==> src/rtl/nn_cfg_pkg.sv <==
// Shared constants for the neuron configuration path: word layout,
// header field positions and loader FSM encoding.
package nn_cfg_pkg;

  localparam int DATA_WIDTH = 32;

  // Header word layout: [31:24] layer, [23:16] neuron, [15:0] weight count
  localparam int LAYER_MSB  = 31;
  localparam int LAYER_LSB  = 24;
  localparam int NEURON_MSB = 23;
  localparam int NEURON_LSB = 16;
  localparam int COUNT_MSB  = 15;
  localparam int COUNT_LSB  = 0;

  localparam int LAYER_W  = LAYER_MSB - LAYER_LSB + 1;
  localparam int NEURON_W = NEURON_MSB - NEURON_LSB + 1;
  localparam int COUNT_W  = COUNT_MSB - COUNT_LSB + 1;

  typedef struct packed {
    logic [LAYER_W-1:0]  layer;
    logic [NEURON_W-1:0] neuron;
    logic [COUNT_W-1:0]  count;
  } hdr_fields_t;

  // Loader FSM encoding
  localparam logic [1:0] ST_HDR  = 2'd0;
  localparam logic [1:0] ST_WGT  = 2'd1;
  localparam logic [1:0] ST_BIAS = 2'd2;
  localparam logic [1:0] ST_GAP  = 2'd3;

endpackage

==> src/rtl/neuron_weight_loader_if.sv <==
// Host-side valid/ready word stream feeding the weight loader.
interface neuron_weight_loader_if;
  import nn_cfg_pkg::*;

  logic [DATA_WIDTH-1:0] cfgData;
  logic                  cfgValid;
  logic                  cfgReady;

  modport master (output cfgData, output cfgValid, input cfgReady);
  modport slave  (input cfgData, input cfgValid, output cfgReady);
endinterface

==> src/rtl/cfg_header_decode.sv <==
// Combinational header field extraction and legality check.
module cfg_header_decode
  import nn_cfg_pkg::*;
#(
  parameter int NUM_LAYERS  = 4,
  parameter int MAX_WEIGHTS = 784
) (
  input  logic [DATA_WIDTH-1:0] word_i,
  output hdr_fields_t           fields_o,
  output logic                  legal_o
);

  assign fields_o.layer  = word_i[LAYER_MSB:LAYER_LSB];
  assign fields_o.neuron = word_i[NEURON_MSB:NEURON_LSB];
  assign fields_o.count  = word_i[COUNT_MSB:COUNT_LSB];

  // A record must carry at least one weight, no more than a neuron holds,
  // and address an existing layer.
  always_comb begin
    legal_o = 1'b1;
    if (fields_o.count == '0)                          legal_o = 1'b0;
    if (32'(fields_o.count) > 32'(MAX_WEIGHTS))        legal_o = 1'b0;
    if (32'(fields_o.layer) >= 32'(NUM_LAYERS))        legal_o = 1'b0;
  end

endmodule

==> src/rtl/neuron_weight_loader.sv <==
// Parses the host config stream into header / weight burst / bias records
// and broadcasts tagged weight and bias strobes to the neuron array.
module neuron_weight_loader
  import nn_cfg_pkg::*;
#(
  parameter int NUM_LAYERS    = 4,
  parameter int MAX_WEIGHTS   = 784,
  parameter int TOTAL_NEURONS = 64,
  parameter int CNT_WIDTH     = 16
) (
  input  logic                  clk_i,
  input  logic                  rst_i,
  neuron_weight_loader_if.slave cfg,
  output logic                  weightValid_o,
  output logic [31:0]           weightValue_o,
  output logic                  biasValid_o,
  output logic [31:0]           biasValue_o,
  output logic [31:0]           configLayerNumber_o,
  output logic [31:0]           configNeuronNumber_o,
  output logic                  neuronDone_o,
  output logic [CNT_WIDTH-1:0]  loadedCount_o,
  output logic                  allDone_o,
  output logic                  err_o
);

  logic [1:0]            state_q, state_d;
  logic [CNT_WIDTH-1:0]  remain_q, remain_d;
  logic                  ready_q, ready_d;
  logic                  wvalid_q, wvalid_d;
  logic [31:0]           wvalue_q, wvalue_d;
  logic                  bvalid_q, bvalid_d;
  logic [31:0]           bvalue_q, bvalue_d;
  logic [LAYER_W-1:0]    layer_q, layer_d;
  logic [NEURON_W-1:0]   neuron_q, neuron_d;
  logic                  ndone_q, ndone_d;
  logic [CNT_WIDTH-1:0]  loaded_q, loaded_d;
  logic                  alldone_q, alldone_d;
  logic                  err_q, err_d;

  hdr_fields_t hdr;
  logic        hdr_legal;
  logic        accept;

  cfg_header_decode #(
    .NUM_LAYERS  (NUM_LAYERS),
    .MAX_WEIGHTS (MAX_WEIGHTS)
  ) u_hdr (
    .word_i   (cfg.cfgData),
    .fields_o (hdr),
    .legal_o  (hdr_legal)
  );

  assign accept = cfg.cfgValid && ready_q;

  // Next-state: record parser, strobe generation and completion bookkeeping
  always_comb begin
    state_d   = state_q;
    remain_d  = remain_q;
    ready_d   = 1'b1;
    wvalid_d  = 1'b0;
    wvalue_d  = wvalue_q;
    bvalid_d  = 1'b0;
    bvalue_d  = bvalue_q;
    layer_d   = layer_q;
    neuron_d  = neuron_q;
    ndone_d   = 1'b0;
    loaded_d  = loaded_q;
    err_d     = err_q;
    case (state_q)
      ST_HDR: begin
        if (accept) begin
          if (!hdr_legal) begin
            err_d = 1'b1;
          end else begin
            layer_d  = hdr.layer;
            neuron_d = hdr.neuron;
            remain_d = CNT_WIDTH'(hdr.count);
            state_d  = ST_WGT;
            // The network is already complete, so this record is surplus
            if (alldone_q) err_d = 1'b1;
          end
        end
      end
      ST_WGT: begin
        if (accept) begin
          wvalid_d = 1'b1;
          wvalue_d = cfg.cfgData;
          remain_d = remain_q - 1'b1;
          if (remain_q == CNT_WIDTH'(1)) state_d = ST_BIAS;
        end
      end
      ST_BIAS: begin
        if (accept) begin
          bvalid_d = 1'b1;
          bvalue_d = cfg.cfgData;
          ndone_d  = 1'b1;
          if (loaded_q != '1) loaded_d = loaded_q + 1'b1;
          state_d  = ST_GAP;
          // One dead cycle keeps the tag steady under the bias strobe
          ready_d  = 1'b0;
        end
      end
      default: begin
        state_d = ST_HDR;
      end
    endcase
    alldone_d = alldone_q || (32'(loaded_d) >= 32'(TOTAL_NEURONS));
  end

  // State and output registers
  always_ff @(posedge clk_i) begin
    if (rst_i) begin
      state_q   <= ST_HDR;
      remain_q  <= '0;
      ready_q   <= 1'b1;
      wvalid_q  <= 1'b0;
      wvalue_q  <= '0;
      bvalid_q  <= 1'b0;
      bvalue_q  <= '0;
      layer_q   <= '0;
      neuron_q  <= '0;
      ndone_q   <= 1'b0;
      loaded_q  <= '0;
      alldone_q <= 1'b0;
      err_q     <= 1'b0;
    end else begin
      state_q   <= state_d;
      remain_q  <= remain_d;
      ready_q   <= ready_d;
      wvalid_q  <= wvalid_d;
      wvalue_q  <= wvalue_d;
      bvalid_q  <= bvalid_d;
      bvalue_q  <= bvalue_d;
      layer_q   <= layer_d;
      neuron_q  <= neuron_d;
      ndone_q   <= ndone_d;
      loaded_q  <= loaded_d;
      alldone_q <= alldone_d;
      err_q     <= err_d;
    end
  end

  assign cfg.cfgReady          = ready_q;
  assign weightValid_o         = wvalid_q;
  assign weightValue_o         = wvalue_q;
  assign biasValid_o           = bvalid_q;
  assign biasValue_o           = bvalue_q;
  assign configLayerNumber_o   = 32'(layer_q);
  assign configNeuronNumber_o  = 32'(neuron_q);
  assign neuronDone_o          = ndone_q;
  assign loadedCount_o         = loaded_q;
  assign allDone_o             = alldone_q;
  assign err_o                 = err_q;

endmodule

==> src/flat_wrapper.sv <==
// flat-port wrapper written by rule: the top's interface ports become plain ports
module neuron_weight_loader_flat import nn_cfg_pkg::*;
#(
  parameter int NUM_LAYERS    = 4,
  parameter int MAX_WEIGHTS   = 784,
  parameter int TOTAL_NEURONS = 64,
  parameter int CNT_WIDTH     = 16
)
  (clk_i, rst_i, weightValid_o, weightValue_o, biasValid_o, biasValue_o, configLayerNumber_o, configNeuronNumber_o, neuronDone_o, loadedCount_o, allDone_o, err_o, cfg_cfgData, cfg_cfgValid, cfg_cfgReady);
  neuron_weight_loader_if cfg_i ();
  input  logic clk_i;
  input  logic rst_i;
  output logic weightValid_o;
  output logic [31:0] weightValue_o;
  output logic biasValid_o;
  output logic [31:0] biasValue_o;
  output logic [31:0] configLayerNumber_o;
  output logic [31:0] configNeuronNumber_o;
  output logic neuronDone_o;
  output logic [CNT_WIDTH-1:0] loadedCount_o;
  output logic allDone_o;
  output logic err_o;
  input wire logic [$bits(cfg_i.cfgData)-1:0] cfg_cfgData;
  input wire logic [$bits(cfg_i.cfgValid)-1:0] cfg_cfgValid;
  output wire logic [$bits(cfg_i.cfgReady)-1:0] cfg_cfgReady;
  assign cfg_i.cfgData = cfg_cfgData;
  assign cfg_i.cfgValid = cfg_cfgValid;
  assign cfg_cfgReady = cfg_i.cfgReady;
  neuron_weight_loader #(.NUM_LAYERS(NUM_LAYERS), .MAX_WEIGHTS(MAX_WEIGHTS), .TOTAL_NEURONS(TOTAL_NEURONS), .CNT_WIDTH(CNT_WIDTH)) u_core (.clk_i(clk_i), .rst_i(rst_i), .cfg(cfg_i), .weightValid_o(weightValid_o), .weightValue_o(weightValue_o), .biasValid_o(biasValid_o), .biasValue_o(biasValue_o), .configLayerNumber_o(configLayerNumber_o), .configNeuronNumber_o(configNeuronNumber_o), .neuronDone_o(neuronDone_o), .loadedCount_o(loadedCount_o), .allDone_o(allDone_o), .err_o(err_o));
endmodule
==> config.mk <==
export PLATFORM = sky130hd
export DESIGN_NAME = neuron_weight_loader_flat
export DESIGN_NICKNAME = d
export VERILOG_FILES = /design/src/rtl/nn_cfg_pkg.sv /design/src/rtl/neuron_weight_loader_if.sv /design/src/rtl/cfg_header_decode.sv /design/src/rtl/neuron_weight_loader.sv /design/src/flat_wrapper.sv
export SDC_FILE = /design/constraint.sdc
export NUM_CORES = 1
export LEC_CHECK = 0
export ABC_AREA = 1
export BUFFER_PORTS_ARGS = -buffer_cell sky130_fd_sc_hd__buf_2
export CAP_MARGIN = 0
export CORE_MARGIN = 2
export CORE_UTILIZATION = 35
export CTS_BUF_LIST = sky130_fd_sc_hd__clkbuf_8
export CTS_CLUSTER_DIAMETER = 200
export DETAILED_ROUTE_END_ITERATION = 6
export PLACE_DENSITY = 0.71
export SYNTH_ARGS = -nofsm -noshare
export SYNTH_HDL_FRONTEND = slang
export SYNTH_SLANG_ARGS = --single-unit
==> constraint.sdc <==
create_clock -name clk_i -period 1.8 [get_ports clk_i]
set_clock_uncertainty 0.15 [all_clocks]
set_input_delay 0.18 -clock clk_i [delete_from_list [all_inputs] [get_ports clk_i]]
set_output_delay 0.18 -clock clk_i [all_outputs]
set_load 0.02 [all_outputs]
; ---- Yosys cells after proc, flatten, opt, wreduce, memory -nomap -nowiden
; Index checks and enable logic that the tools add are counted.
[totals]
register_bits = 119
in_bits = 35
output_inout_bits = 150
word_cells = 62
[op_classes]
addsub = 2
magnitude_cmp = 3
n_eq_ne = 10
mux = 20
bitwise = 2
n_reduce_logical = 13
[op_table]
columns = cell, count
row1 = $mux W16, 6
row2 = $pmux W16 S2, 1
row3 = $add A16 B1 Y16 const B, 1
row4 = $eq A16 B1 Y1 const B, 1
row5 = $ge A16 B7 Y1 const B, 1
row6 = $gt A16 B10 Y1 const B, 1
row7 = $logic_not A16 Y1, 1
row8 = $ne A16 B16 Y1 const B, 1
row9 = $sub A16 B1 Y16 const B, 1
row10 = $ne A2 B1 Y1 const B, 6
row11 = $mux W2, 5
row12 = $ge A8 B3 Y1 const B, 1
row13 = $mux W1, 7
row14 = $pmux W2 S3, 1
row15 = $reduce_and A3 Y1, 2
row16 = $reduce_and A5 Y1, 1
row17 = $reduce_and A2 Y1, 2
row18 = $reduce_and A4 Y1, 1
row19 = $reduce_or A2 Y1, 2
row20 = $eq A2 B1 Y1 const B, 1
row21 = $eq A2 B2 Y1 const B, 1
row22 = $logic_not A2 Y1, 1
row23 = $not A1 Y1, 2
row24 = $reduce_bool A2 Y1, 1
row25 = other kinds (2), 2

; ---- Logic depth before layout (Yosys ltp)
; Gate-level depths: netlist (run 1).
[depth]
depth_word = 7
mapped_depth = 13
mapped_depth_nobuf = 13

; ---- Cells and area by module
; A second synthesis (run 1) with hierarchy kept.
[hier_totals]
hier_cells = 816
hier_area_um2 = 5814.3
[by_module_without_submodules]
columns = module, instances, cells_each, area_per_inst_um2, seq_area_each_um2
row1 = neuron_weight_loader, 1, 758, 5465.2, 2382.3
row2 = cfg_header_decode, 1, 58, 349.1, 0.0

; ---- Least setup slack after synthesis (run 1)
; No wires, ideal clock.
[synth_path]
path_type = register -> register
from = register u_core.loaded_q[1], in the netlist u_core.loadedCount_o[1]
to = register u_core.alldone_q, in the netlist u_core.allDone_o
setup_time_ns = 0.132
t_arrival_ns = 1.587
t_required_ns = 1.518
setup_slack_ns = -0.069
path_stages_with_launch = 13
path_buffers = 0
synth_period_minus_slack_ns = 1.869
path_cell_list = dfxtp_1 -> ha_1 -> inv_1 -> nor2_2 -> nand2_1 -> nor2_4 -> nand2_4 -> nand4_1 -> nand2_1 -> nor2_1 -> nand2_1 -> nor2_1 -> a21oi_1
[synth_via]
elab_chain_len = 6
elab_cells_between_ends = 7
classes_between = add/sub (1) / order compare (1) / eq/ne (1) / mux (3) / reduce/logical (1)
[synth_lines]
columns = element, line
row1 = "start, declared", neuron_weight_loader.sv:36  ; logic [CNT_WIDTH-1:0] loaded_q, loaded_d;
row2 = "start signal, assigned", neuron_weight_loader.sv:137  ; loaded_q <= loaded_d;
row3 = $add A16 B1 Y16 or $ne A16 B16 Y1 (tied branches), neuron_weight_loader.sv:97  ; if (loaded_q != '1) loaded_d = loaded_q + 1'b1;
row4 = $mux W16, neuron_weight_loader.sv:97
row5 = $mux W16, neuron_weight_loader.sv:93  ; if (accept) begin
row6 = $mux W16 *, neuron_weight_loader.sv:69  ; case (state_q)
row7 = $ge A16 B7 Y1 *, neuron_weight_loader.sv:107  ; alldone_d = alldone_q || (32'(loaded_d) >= 32'(TOTAL_NEURONS));
row8 = $logic_or A1 B1 Y1 *, neuron_weight_loader.sv:107
row9 = "end signal, assigned", neuron_weight_loader.sv:138  ; alldone_q <= alldone_d;
row10 = "end, declared", neuron_weight_loader.sv:37  ; logic alldone_q, alldone_d;
; Every way passes the cells marked *; elsewhere a longest branch is shown, timed or not.
; A chain may end at the register's enable or synchronous reset.

; ---- Worst setup path after layout (run 1)
[layout_path]
from = register u_core.remain_q[0]
to = register u_core.remain_q[14]
[layout_via]
elab_chain_len = 3
[layout_lines]
columns = element, line
row1 = "start, declared", neuron_weight_loader.sv:27  ; logic [CNT_WIDTH-1:0] remain_q, remain_d;
row2 = "start signal, assigned", neuron_weight_loader.sv:128  ; remain_q <= remain_d;
row3 = $sub A16 B1 Y16, neuron_weight_loader.sv:88  ; remain_d = remain_q - 1'b1;
row4 = $mux W16, neuron_weight_loader.sv:85  ; if (accept) begin
row5 = $pmux W16 S2, neuron_weight_loader.sv:69
; No other way between the ends. The select of a mux whose other input is x is not followed.

==> results of run 1 <==
power by group through the flow:
stage / clock, W / sequential (W) / combinational, W
after floorplan: 0 / 0.00298 / 0.000542
after global placement: 0 / 0.00286 / 0.000936
after detailed placement: 0 / 0.00286 / 0.000942
after CTS: 0.00238 / 0.00280 / 0.000999
after global routing: 0.00251 / 0.00281 / 0.00115
final: 0.00235 / 0.00280 / 0.00104
metal layers:
metal | global-route usage | vias to the layer above | wire length (µm)
li1 | - | 2787 | -
met3 | 0.0562 | 30 | 1250
met1 | 0.231 | 2546 | 6770
met2 | 0.308 | 246 | 7540
met5 | 0 | - | 0
met4 | 0.0734 | 0 | 363
placed cells by master, fill, tap and decap left out, types with 26 or more instances in the layout:
| cell type | count |
|---|---|
| sky130_fd_sc_hd__buf_2 | 135 |
| sky130_fd_sc_hd__buf_4 | 45 |
| sky130_fd_sc_hd__conb_1 | 48 |
| sky130_fd_sc_hd__o21ai_0 | 90 |
| sky130_fd_sc_hd__dfxtp_1 | 108 |
| sky130_fd_sc_hd__a21oi_1 | 40 |
| sky130_fd_sc_hd__nand2_1 | 78 |
| sky130_fd_sc_hd__nand3_1 | 26 |
| sky130_fd_sc_hd__dlygate4sd3_1 | 31 |
| sky130_fd_sc_hd__inv_1 | 66 |
| sky130_fd_sc_hd__nor2_1 | 160 |
cell usage after synthesis (2+ instances only):
| master | instances | area, µm² |
|---|---|---|
| sky130_fd_sc_hd__nor3_1 | 8 | 40.0 |
| sky130_fd_sc_hd__inv_1 | 75 | 282 |
| sky130_fd_sc_hd__xor2_1 | 2 | 17.5 |
| sky130_fd_sc_hd__nand3b_1 | 2 | 15.0 |
| sky130_fd_sc_hd__nor2_1 | 172 | 646 |
| sky130_fd_sc_hd__buf_6 | 2 | 22.5 |
| sky130_fd_sc_hd__ha_1 | 6 | 75.1 |
| sky130_fd_sc_hd__nand3_1 | 30 | 150 |
| sky130_fd_sc_hd__dfxtp_1 | 119 | 2380 |
| sky130_fd_sc_hd__inv_2 | 5 | 18.8 |
| sky130_fd_sc_hd__clkbuf_1 | 22 | 82.6 |
| sky130_fd_sc_hd__nor2_2 | 2 | 12.5 |
| sky130_fd_sc_hd__nand2_1 | 84 | 315 |
| sky130_fd_sc_hd__o21ai_1 | 5 | 25.0 |
| sky130_fd_sc_hd__nand4_1 | 10 | 62.6 |
| sky130_fd_sc_hd__o21ai_0 | 98 | 490 |
| sky130_fd_sc_hd__nor2_4 | 2 | 22.5 |
| sky130_fd_sc_hd__a21oi_1 | 41 | 205 |
| sky130_fd_sc_hd__nand3_2 | 3 | 30.0 |
| sky130_fd_sc_hd__buf_2 | 7 | 35.0 |
| sky130_fd_sc_hd__nand2_4 | 3 | 33.8 |
| sky130_fd_sc_hd__a211oi_1 | 10 | 75.1 |
| sky130_fd_sc_hd__buf_4 | 51 | 383 |
registers in the layout (all words and copies together) (netlist names), 2 cells and up:
signal / count
u_core.state_q: 2
u_core.remain_q: 16
u_core.layer_q: 8
u_core.biasValue_o: 32
u_core.neuron_q: 8
u_core.loadedCount_o: 16
u_core.weightValue_o: 32
area by class of cell:
type	count	area, µm²	area share
clock buffers	17	234	0.0313
diodes	1	2.50	0.000335
flip-flops and latches	119	2400	0.321
clock inverters	15	141	0.0189
multi-input cells	534	2660	0.355
well taps	211	264	0.0353
repair buffers	222	1480	0.198
inverters	80	305	0.0408
logic make-up (layout without fill, tap and decap cells):
family | Yosys count | in the layout | synth area share
other | 1 | 49 | 0.000681
flip-flops | 119 | 119 | 0.433
AND/OR/NAND/NOR | 319 | 320 | 0.249
AO/OA/AOI/OAI | 157 | 157 | 0.149
buffers and inverters | 163 | 334 | 0.150
XOR/XNOR | 3 | 3 | 0.00477
adder cells (fa/ha/maj) | 6 | 6 | 0.0136
final timing paths:
kind | startpoint | to | slack (ps) | cells past startpoint
worst max-delay path | u_core.remain_q[0]$_SDFFE_PP0P_ | u_core.remain_q[14]$_SDFFE_PP0P_ | -20 | 12
worst min-delay path | cfg_cfgData[10] | u_core.weightValue_o[10]$_SDFFE_PP0P_ | 40 | 4
worst max register to register | u_core.remain_q[0]$_SDFFE_PP0P_ | u_core.remain_q[14]$_SDFFE_PP0P_ | -20 | 12
worst min register to register | u_core.layer_q[6]$_SDFFE_PP0P_ | u_core.layer_q[6]$_SDFFE_PP0P_ | 300 | 2
tightest hold or removal path, delay by kind of cell:
family          cells  cell delay (ps)
buf+inv             3              290
compound gates      1              110
per-stage QoR:
step	cells	power, W	setup slack (ps)	utilization
after CTS	1193	0.00618	-2.73	0.474
after global placement	1124	0.00379	14.3	0.425
after detailed placement	1124	0.00380	-30.5	0.425
after global routing	1199	0.00647	-151	0.490
after floorplan	815	0.00353	31.9	-
final	1199	0.00619	-18.6	0.490
repair_timing:
action | CTS | global route
setup buffers | 5 | 6
pin swaps | 5 | 19
hold endpoints to repair | 78 | 0
gates cloned | 1 | 0
hold buffers | 31 | 0
setup endpoints to repair | 4 | 45
resized for setup | 5 | 76
==> results list, run 1 <==
- The number of global-route vias before repair was 5,225.
* Switching power share of the total: 0.319
- Number of inserted filler cells in the final layout: 1,427
- For this run, the slowest stage of the critical path takes 330 ps.
- Count of TritonRoute iterations in the first routing pass: 5
- Synthesis instantiated 32 different standard cells from the library.
- Counting flops with a built-in enable in the synthesized netlist gives 0.
- STA puts the critical path data required time at 1970 ps.
- The initial utilization of the core area, before any placement, comes to 0.361.
- During placement, the flow inserted port buffers numbering 136.
* Violations in the final reports: setup timing
- Across every metal layer, demand over resource in global routing totals 0.187.
- The smallest clock period supported by the final layout is computed as 1820 ps.
- The tool flagged a number of max-cap violations equal to 0.
- Outcome: finished, violations left
- Final-layout worst hold slack: 40.8 ps
* Bufs and invs on worst path: 3
- Synthesis handed over a netlist of 768 instances.
* CP startpoint kind: flop
* Largest net degree at the start of global routing: 45
* Final HPWL DP: 10.7 mm
- For this run, the leading register cell type out of synthesis is sky130_fd_sc_hd__dfxtp_1.
* Leftover overflow at the end of global routing: 0
- Die X-Extent: 129 µm
- In the final layout, the share of cells above drive strength 1 is 0.298.
* Final layout net count: 1,015
- Internal power: 0.00422 W
- In this run the worst hold path is classified as primary input to flop.
- Summed over all failing endpoints, the final setup total negative slack is -18.6 ps.
- DRC violation count after routing: 0
* P per Cell Area: 828 mW/mm²
* CTS Sinks: 119
- Vias per cell: 4.68
- On the critical path, the stage with the largest delay is an instance of sky130_fd_sc_hd__dfxtp_2.
- At the later pin of the worst-skew pair, clock insertion delay measures 440 ps.
- Post-synth ARST share: 0
* H-tree depth reported by CTS: 4
* Number of hold violations in the final report: 0
* Number of buffers on the longest clock path: 2
* Setup WS post-layout: -18.6 ps
- Clock network fraction of design power: 0.379
- Cell family with most CP delay: simple AND/OR/NAND/NOR gates
- Via Count: 5,609
- Count of endpoints failing setup in the final report: 1
* Placement Cell Area: 0.00648 mm²
- Total wire length: 15.9 mm
- After synthesis, the mean cell area works out to 7.17 µm².
* Maximum ir drop on the vdd rail: 0.472 mV
- In this run, synthesis produced a sequential element count of 119.
* Area growth syn-to-layout: 35.8%
* Io pins: 185
- The first global-routing pass estimated 25.2 mm of wire.
* Crit path max fanout: 4
- Clk slew on worst S/H paths: 70 ps
* Synth warnings: 0
* Highest clock rate: 550 MHz
- Number of antenna-violating nets in the routed design: 0
- Post-route design area: 0.00748 mm²
- In this run the standard cell core region covers 0.0153 mm².
- The number of antenna violations at the first check in global routing is 1.
* Path type of the worst setup path: flop to flop
- Switching Power: 0.00198 W
- Die outline area: 0.0167 mm²
- Setup repair after global routing could not meet its margin everywhere.
- Total leakage power: 3.74 nW
- Of the available clock period, the critical path in the final layout requires 1.01.
- Row count: 45
* Cell area after technology mapping: 0.00551 mm²
* Num CTS Buffers: 17
- Of the total power, registers draw 0.453.
- In the final routed layout, each cell accounts on average for 13.3 µm.
- Arrival time of data at the critical path endpoint: 1990 ps
* Clock tree from TritonCTS: yes
- Walking the worst path, the cells encountered are inv_2 > ha_4 > inv_2 > nor2_4 > nand2_4 > buf_6 > nor2_2 > nand2_1 > nor3_1 > nor3_2 > nor2_1 > nor2_1.
- Routability congestion estimate from global placement: 0.900
* Count of pins over their slew limit: 0
- CP endpoint kind: flop
* Master cell of the clock root buffer: sky130_fd_sc_hd__clkbuf_8
- Portion of the post-synthesis area used by sequential elements: 0.433
- The floorplan step set the die height to 129 µm.
- Comb pwr share: 0.168
- In this run, the number of DRC markers left after iteration 0 of detailed routing was 420.
Note: power is estimated with default switching activity, not from simulation.
==> inputs of run 2 (changes only) <==
--- a/config.mk
+++ b/config.mk
@@ -13,7 +13,9 @@
 export CTS_BUF_LIST = sky130_fd_sc_hd__clkbuf_8
 export CTS_CLUSTER_DIAMETER = 200
 export DETAILED_ROUTE_END_ITERATION = 6
-export PLACE_DENSITY = 0.71
+export PLACE_DENSITY = 0.69
+export SETUP_SLACK_MARGIN = 0.1
+export SLEW_MARGIN = 30
 export SYNTH_ARGS = -nofsm -noshare
 export SYNTH_HDL_FRONTEND = slang
 export SYNTH_SLANG_ARGS = --single-unit
==> constraint.sdc (replaced) <==
create_clock -name clk_i -period 2.1 [get_ports clk_i]
set_clock_uncertainty 0.15 [all_clocks]
set_input_delay 0.21 -clock clk_i [delete_from_list [all_inputs] [get_ports clk_i]]
set_output_delay 0.21 -clock clk_i [all_outputs]
set_load 0.02 [all_outputs]
==> results list, run 2 (synthesis gave the netlist of run 1 again) <==
* Final HPWL DP: 10.4 mm (-2.8%)
- Sequential cell area: 0.00238 mm² (-0.57%)
* Die outline area: 0.0167 mm² (unchanged)
- Final-layout worst hold slack: 28.7 ps (-12.2 ps)
- Die X-Extent: 129 µm (unchanged)
- Dividing the final minimum period by the clock period gives 0.932.
- The clock latency on the worst-skew pair is 440 ps (about the same).
* Clock tree from TritonCTS: yes
- The endpoint identified for the worst register-to-register timing path is u_core.allDone_o$_SDFF_PP0_.
- The final weighted congestion in routability-driven placement came to 0.840 (-6.7%).
- The area of the multi-input gates was 0.00251 mm² (-5.4%).
- Number of port buffers: 136 (unchanged)
- CP startpoint kind: primary input
- Wire length of the first global-routing pass: 23.6 mm (-6.4%)
- The first-pass detailed-route iteration total was 4 (-1).
- The clock slew seen by the registers of the worst setup and hold paths was 60 ps (about the same).
- Most frequent cells in the layout: 168 x sky130_fd_sc_hd__nor2_1, 136 x sky130_fd_sc_hd__buf_2, 117 x sky130_fd_sc_hd__dfxtp_1, 98 x sky130_fd_sc_hd__o21ai_0, 82 x sky130_fd_sc_hd__nand2_1
- The share of layout cells above drive strength 1 is 0.231 (-0.0668).
- Total power consumption of the routed design: 0.00525 W (-15%)
- CP endpoint kind: flop
- Worst hold endpoint: u_core.weightValue_o[3]$_SDFFE_PP0P_
- The tree is rooted in a sky130_fd_sc_hd__clkbuf_8.
* Antenna Cells: 0 (-1)
- Total wire length: 15.1 mm (-5.0%)
- The post-layout utilization of the core was 0.462 (-0.0286).
- The post-layout worst setup margin came to 142 ps (+161 ps).
- Post-layout min period: 1960 ps
- Setup repair after global routing missed its margin: true
* Number of hold violations in the final report: 0 (unchanged)
* Num CTS Buffers: 17 (unchanged)
- Number of global-route vias before repair: 4,856 (-7.1%)
- The area of the placeable core was 0.0153 mm² (unchanged).
- The power density relative to cell area was 746 mW/mm² (-9.9%).
* Path type of the worst setup path: primary input to flop
- The run finished with clean final reports.
* Die boundary height: 129 µm (unchanged)
* Most common cell after layout, fill and taps aside: sky130_fd_sc_hd__nor2_1
- The net total in the final layout is 982 (-3.3%).
- Total leakage power: 3.55 nW (-5.0%)
* Row count: 45 (unchanged)
* Highest clock rate: 511 MHz
* Global router's overall resource usage: 0.179 (-0.00811)
* Initial core utilization: 0.361 (unchanged)
- Area growth syn-to-layout: 27.9%
- The register-to-register path setup slack came to 180 ps (+200 ps).
- Setup TNS: 0 ps (+18.6 ps)
- The count of vias placed by the detailed router came to 5,381 (-4.1%).
* Count of pins over their slew limit: 0 (unchanged)
* Crit path max fanout: 14 (+10)
- Leftover overflow at the end of global routing: 0 (unchanged)
* Count of endpoints failing setup in the final report: 0 (-1)
* Maximum ir drop on the vdd rail: 0.473 mV (+0.25%)
- Worst Reg2Reg Path Length in Cells: 12 (unchanged)
* Initial detailed-routing violation count: 300 (-29%)
- Number of buffers on the longest clock path: 2 (unchanged)
- The antenna violation net count after detailed routing is 0 (unchanged).
- Required arrival time at the worst endpoint: 2280 ps (+310 ps)
* Io pins: 185 (unchanged)
- Number of inserted filler cells in the final layout: 1,555 (+9.0%)
* Largest net degree at the start of global routing: 45 (unchanged)
- The CTS sink count is 119 (unchanged).
- Maximum Capacitance Violations: 0 (unchanged)
- Worst Min Path Start: cfg_cfgData[3]
- The number of antenna violations at the first check in global routing came to 0 (-1).
- The depth of the CTS H-tree came to 4 (unchanged).
- The post-placement worst setup slack is 98.8 ps (+129 ps).
- DRC violation count after routing: 0 (unchanged)
- Reg-to-reg startpoint: u_core.state_q[0]$_SDFFE_PP0P_
* Arrival time of data at the critical path endpoint: 2140 ps (+150 ps)
- Vias per cell: 4.63 (-1.1%)
- The number of cells on the worst hold path was 4 (unchanged).
- The tightest min-delay check is of the primary input to flop type.
- The wire length per cell was 13.0 µm (-2.1%).
==> run 2: cell types whose count changed in the layout (fill, tap and decap cells not counted), sizes merged <==
cell / delta
inv: -4
dlygate4sd3: -2
clkbuf: +3
clkinv: -1
clkinvlp: -1
buf: -31
diode: -1
bufinv: +1
==> run 2: per-layer routing <==
layer | vias to the layer above | GRT usage | share of wire
li1 | 2712 | - | -
met5 | - | 0 | 0
met3 | 17 | 0.0640 | 0.079
met2 | 189 | 0.302 | 0.48
met1 | 2463 | 0.209 | 0.43
met4 | 0 | 0.0677 | 0.017
==> run 2: worst max path at each step <==
stage,end,from,cells past startpoint
after detailed placement,u_core.biasValue_o[18]$_SDFFE_PP0P_,u_core.state_q[0]$_SDFFE_PP0P_,8
after global routing,u_core.allDone_o$_SDFF_PP0_,u_core.loadedCount_o[2]$_SDFF_PP0_,11
after global placement,u_core.biasValue_o[16]$_SDFFE_PP0P_,u_core.state_q[0]$_SDFFE_PP0P_,8
after CTS,u_core.biasValue_o[1]$_SDFFE_PP0P_,u_core.state_q[0]$_SDFFE_PP0P_,8
final,u_core.remain_q[2]$_SDFFE_PP0P_,cfg_cfgData[0],11
after floorplan,u_core.allDone_o$_SDFF_PP0_,u_core.loadedCount_o[1]$_SDFF_PP0_,12
==> run 2: cell type report <==
class	instances	share of cell area
Multi-Input combinational cell	534	0.357
Sequential cell	119	0.339
Timing Repair Buffer	189	0.170
Inverter	80	0.0430
Clock buffer	20	0.0391
Tap cell	211	0.0375
Clock inverter	10	0.0151
==> run 2: worst max-delay path, stage by stage <==
cell and delay, ps:
sky130_fd_sc_hd__dlygate4sd3_1 530, sky130_fd_sc_hd__buf_2 150, sky130_fd_sc_hd__nor2_1 170, sky130_fd_sc_hd__nand3_1 90, sky130_fd_sc_hd__nor2_1 130, sky130_fd_sc_hd__nand2_1 160, sky130_fd_sc_hd__nand4_4 170, sky130_fd_sc_hd__nand2_8 110
sky130_fd_sc_hd__buf_4 180, sky130_fd_sc_hd__o21ai_0 170, sky130_fd_sc_hd__nor2_1 70
==> run 2: through the flow <==
stage,cells,area [µm²]
floorplan,815,5680
global placement,1098,6270
detailed placement,1098,6270
CTS,1156,6940
global route,1163,7040
finish,1163,7040
==> run 2: timing repair <==
action                                 in CTS  in global routing
setup endpoints to repair                   1                 46
hold buffers                               28                  1
resized for setup                           1                 16
gates cloned                                0                  1
pin swaps                                   0                  8
setup buffers                               0                  5
endpoints found under the hold margin      68                  2
==> run 2: power breakdown <==
part | switching, W | leakage [nW] | internal [W]
sequential | 0.0000487 | 0.960 | 0.00236
clock | 0.000906 | 0.199 | 0.00112
combinational | 0.000563 | 2.39 | 0.000261
total | 0.00152 | 3.55 | 0.00374
